$ cat config.mk
export PLATFORM = sky130hd
export DESIGN_NAME = fetch_ctrl
export DESIGN_NICKNAME = d
export VERILOG_FILES = /design/src/rtl/fetch_ctrl.sv
export SDC_FILE = /design/constraint.sdc
export NUM_CORES = 1
export LEC_CHECK = 0
export ABC_CLOCK_PERIOD_IN_PS = 19050
export BUFFER_PORTS_ARGS = -buffer_cell sky130_fd_sc_hd__buf_2
export CAP_MARGIN = 10
export CORE_MARGIN = 3
export CORE_UTILIZATION = 60
export CTS_BUF_LIST = sky130_fd_sc_hd__clkbuf_2 sky130_fd_sc_hd__clkbuf_4 sky130_fd_sc_hd__clkbuf_8
export DETAILED_ROUTE_END_ITERATION = 8
export GPL_ROUTABILITY_DRIVEN = 0
export GPL_TIMING_DRIVEN = 0
export PLACE_DENSITY = 0.82
export SYNTH_ARGS = -nofsm -noshare
export SYNTH_HDL_FRONTEND = slang
export SYNTH_SLANG_ARGS = --single-unit
$ cat constraint.sdc
create_clock -name clk -period 19.05 [get_ports clk]
set_input_delay 3.81 -clock clk [delete_from_list [all_inputs] [get_ports clk]]
set_output_delay 3.81 -clock clk [all_outputs]
set_load 0.01 [all_outputs]
$ cat src/rtl/fetch_ctrl.sv
// Instruction-fetch controller: drives imem, buffers {pc, instr} in a prefetch queue.
// Define FETCH_PERF_EN to add the perf_fetched / perf_stall counters.
module fetch_ctrl #(
   parameter int unsigned DEPTH    = 4,
   parameter logic [31:0] RESET_PC = 32'h0000_0000
) (
   input  logic        clk,
   input  logic        reset,
   output logic [31:0] imem_addr,
   input  logic [31:0] imem_instr,
   output logic        out_valid,
   input  logic        out_ready,
   output logic [31:0] out_instr,
   output logic [31:0] out_pc,
   input  logic        redirect_valid,
   input  logic [31:0] redirect_pc,
   input  logic        halt_req,
   output logic        halted
`ifdef FETCH_PERF_EN
   ,
   output logic [31:0] perf_fetched,
   output logic [31:0] perf_stall
`endif
);

   localparam int unsigned AW = $clog2(DEPTH);
   localparam int unsigned CW = AW + 1;
   localparam logic [CW-1:0] FULL_CNT = CW'(DEPTH);

   typedef enum logic [1:0] {
      S_BOOT,
      S_FETCH,
      S_HALT
   } state_t;

   state_t        state;
   state_t        state_nxt;
   logic [31:0]   fetch_pc;
   logic [AW-1:0] rd_ptr;
   logic [AW-1:0] wr_ptr;
   logic [CW-1:0] count;
   logic [31:0]   q_pc    [DEPTH];
   logic [31:0]   q_instr [DEPTH];
   logic          full;
   logic          pop;
   logic          push;
   logic          unused_bits;

   assign unused_bits = ^redirect_pc[1:0];

   assign full      = (count == FULL_CNT);
   assign out_valid = (count != '0);
   // A head taken during a redirect is squashed, so it never advances the queue.
   assign pop       = out_valid & out_ready & ~redirect_valid;
   assign imem_addr = fetch_pc;
   assign out_pc    = q_pc[rd_ptr];
   assign out_instr = q_instr[rd_ptr];
   assign halted    = (state == S_HALT);

   always_comb begin
      state_nxt = state;
      push      = 1'b0;
      unique case (state)
         S_BOOT:  state_nxt = S_FETCH;
         S_FETCH: begin
            push = ~redirect_valid & (~full | pop);
            if (halt_req) state_nxt = S_HALT;
         end
         S_HALT:  state_nxt = S_HALT;
         default: state_nxt = S_BOOT;
      endcase
      if (redirect_valid) state_nxt = S_FETCH;
   end

   always_ff @(posedge clk or posedge reset) begin
      if (reset) begin
         state    <= S_BOOT;
         fetch_pc <= {RESET_PC[31:2], 2'b00};
         rd_ptr   <= '0;
         wr_ptr   <= '0;
         count    <= '0;
         for (int i = 0; i < DEPTH; i++) begin
            q_pc[i]    <= '0;
            q_instr[i] <= '0;
         end
      end else begin
         state <= state_nxt;
         if (redirect_valid) begin
            fetch_pc <= {redirect_pc[31:2], 2'b00};
            rd_ptr   <= '0;
            wr_ptr   <= '0;
            count    <= '0;
         end else begin
            if (push) begin
               q_pc[wr_ptr]    <= fetch_pc;
               q_instr[wr_ptr] <= imem_instr;
               wr_ptr          <= wr_ptr + 1'b1;
               fetch_pc        <= fetch_pc + 32'd4;
            end
            if (pop) rd_ptr <= rd_ptr + 1'b1;
            if (push && !pop) count <= count + 1'b1;
            else if (pop && !push) count <= count - 1'b1;
         end
      end
   end

`ifdef FETCH_PERF_EN
   always_ff @(posedge clk or posedge reset) begin
      if (reset) begin
         perf_fetched <= '0;
         perf_stall   <= '0;
      end else begin
         if (push) perf_fetched <= perf_fetched + 32'd1;
         if (state == S_FETCH && full && !pop)
            perf_stall <= perf_stall + 32'd1;
      end
   end
`endif

endmodule
==> impl_metrics.json <==
{
  "status": "completed",
  "critPathKind": "flop to output port",
  "hold_buffers": 0,
  "die-area_um2": 24970,
  "clock_path_buffers": 3,
  "multi_input_area_um2": 5991,
  "clock_skew_ps": 16.11,
  "hpwlAfterDp_mm": 19.75,
  "cts_sinks": 287,
  "synth_top_area_share_pct": 51.80,
  "grt_first_pass_wirelength_mm": 47.91,
  "finalMaxSlewViolations": 0,
  "maxUsedRoutingLayer": "met4",
  "setup_tns_ps": 0,
  "drtAntennaViolNets": 0,
  "hp-class": "flop to flop",
  "synth.area.top_cells": "dfrtp_1 52%, mux2_4 17%, mux4_2 10%",
  "via_per_inst": 5.835,
  "cell_internal_pwr_uw": 1791,
  "reg2reg_to": "count[2]",
  "worst_pin_slew_ps": 840.9,
  "wl_met2_mm": 14.06,
  "post-route-min-period_ps": 6668,
  "crit_path_end": "out_instr[29]",
  "postCtsSetupRepairBufs": 0,
  "finalSetupViolCount": 0,
  "detailroute.via_count": 8193,
  "cts.htree.levels": 2,
  "std_cell_rows": 54,
  "critPathRequiredTime_ps": 15240,
  "synthFlopType": "dfrtp_1",
  "yosysUniqueCellTypes": 45,
  "drt-wirelength-per-cell_um": 21.32,
  "cts_buffers": 48,
  "place_inst": 1318,
  "regArea_um2": 7182,
  "max_freq_mhz": 150.0,
  "portBuffers": 159,
  "ys_warn_count": 0,
  "start_util_pct": 62.37,
  "grt_pass1_vias": 8641,
  "stdcell_count": 1404,
  "switchingPower_uw": 774.2,
  "drive_gt1_share_pct": 52.31,
  "arrival_ps": 2860,
  "wl_met1_mm": 13.46,
  "reg2regPathDepth": 8,
  "antenna_found_initial": 0,
  "syn_area_per_cell_um2": 15.86,
  "r2r-start": "count[0]",
  "ys_seq_area_share_pct": 51.80,
  "dr.pass1.iters": 5,
  "core_um2": 22230,
  "crit_start": "rd_ptr[0]",
  "cts_tree": "done",
  "clk_pin_slew_ps": 60,
  "synth.largest_area_cell": "dfrtp_1",
  "start_kind": "flop",
  "max_cap_violations": 0,
  "grt_max_degree": 128,
  "async_flop_share_pct": 100.0,
  "fin_nets": 1166,
  "end_kind": "output port",
  "synth_enable_flop_cells": 0,
  "syn_area_um2": 13860,
  "switching_share_pct": 30.18,
  "clk_latency_ps": 560,
  "die_w_um": 158.0,
  "ys_ff_latch": 287,
  "cts_resized": 0,
  "slew_headroom_pct": 43.94,
  "r2r_setup_slack_ps": 16510,
  "rsz0062_at_grt": "no",
  "ys_top_cells_by_count": "287 x dfrtp_1, 160 x mux2_4, 63 x mux2_2",
  "wirelength_mm": 29.94,
  "fin_crit_sh_pct": 35.00,
  "yosysMostFrequentCell": "dfrtp_1",
  "num_io_pins": 167,
  "hold_violations": 0,
  "grt_use_total_pct": 24.57,
  "pwr-share-clk_pct": 22.4,
  "fillers": 1452,
  "die_h_um": 158.0,
  "gr-total-overflow": 0,
  "finalCoreUtilization_pct": 72.50,
  "wl_met3_mm": 1.849,
  "synthToLayoutAreaGrowth_pct": 16.24,
  "p_per_area_nw_per_um2": 159.2,
  "cts_root_buf": "clkbuf_8",
  "peakVddDrop_mv": 0.07707,
  "drc": 0,
  "dr.first_iter.drc_count": 493,
  "critical_path.max_fanout": 10,
  "synthCells": 874,
  "power_leakage_uw": 0.008017,
  "antenna_cells": 0,
  "sequentialPowerShare_pct": 39.0,
  "p_comb_share_pct": 38.6
}
-- through the flow --
| step | power, uW | hold WS [ps] | worst slack (ps) | instance area (um^2) |
|---|---|---|---|---|
| 2_1_floorplan | 1718 | 444.0 | 7319 | 13880 |
| 3_3_place_gp | 1966 | 459.1 | 4341 | 15020 |
| 3_5_place_dp | 2003 | 465.9 | 12890 | 15080 |
| 4_1_cts | 2589 | 479.2 | 12300 | 16120 |
| 5_1_grt | 2709 | 502.0 | 12180 | 16120 |
| 6_report | 2565 | 477.8 | 12380 | 16120 |
-- area by class of cell --
cell class | instances | area share [%]
Timing Repair Buffer | 161 | 5.279
Tap cell | 280 | 2.174
Sequential cell | 287 | 44.56
Buffer | 65 | 4.084
Clock buffer | 83 | 6.312
Inverter | 12 | 0.3261
Clock inverter | 3 | 0.09316
Multi-Input combinational cell | 513 | 37.17
-- routing by layer --
layer,vias to the layer above,global-route usage (%)
li1,3623,-
met4,0,6.473
met2,268,38.77
met1,4247,35.45
met3,55,5.003
met5,-,0
-- worst min-delay path by stage --
stage | end | slack [ps] | cells after the start | startpoint
after floorplan | q_pc[47] | 440 | 2 | q_pc[47]
after detailed placement | q_pc[15] | 470 | 2 | q_pc[15]
after CTS | q_pc[15] | 480 | 2 | q_pc[15]
after global placement | q_pc[31] | 460 | 2 | q_pc[31]
after global routing | q_pc[15] | 500 | 2 | q_pc[15]
final | q_pc[15] | 480 | 2 | q_pc[15]
-- worst max-delay path: stages, from the launching register on --
cell	delay (ps)
dfrtp_1	310
clkbuf_1	530
buf_1	700
mux4_2	600
buf_2	150
-- power by group through the flow --
stage          registers [uW]  logic (uW)  clock network (uW)
5_1_grt                  1030        1060                 618
4_1_cts                   998        1000                 587
3_3_place_gp              993         973                   0
2_1_floorplan             961         758                   0
6_report                 1000         989                 574
3_5_place_dp             1000         999                   0
-- cells by family (layout without fill, tap and decap cells) --
group / Yosys count / in the layout / share of synthesized area (%)
buf+inv: 77 / 324 / 5.072
mux: 303 / 303 / 33.96
compound gates: 51 / 51 / 2.112
flops: 287 / 287 / 51.80
other cells: 1 / 4 / 0.02705
xor+xnor: 26 / 26 / 1.642
simple gates: 120 / 120 / 4.521
fa+ha+maj: 9 / 9 / 0.8664
-- state kept, by name, summed over array words and instances (netlist names) --
signal     count
q_instr      128
q_pc         120
imem_addr     30
count          3
rd_ptr         2
state          2
wr_ptr         2
-- cells in the final DEF (no fill, tap or decap), types with 16 or more instances in the layout --
master / synthesis / routed
buf_2: 13 / 172
xor2_1: 17 / 17
mux2_2: 63 / 63
nand3_1: 17 / 17
mux2_4: 160 / 160
clkbuf_4: 0 / 20
o21ai_0: 35 / 35
buf_12: 20 / 20
clkbuf_8: 0 / 63
mux2_1: 16 / 16
nand4_1: 17 / 17
dfrtp_1: 287 / 287
nand2_1: 42 / 42
mux4_2: 62 / 62
(Power assumes the default switching activity.)
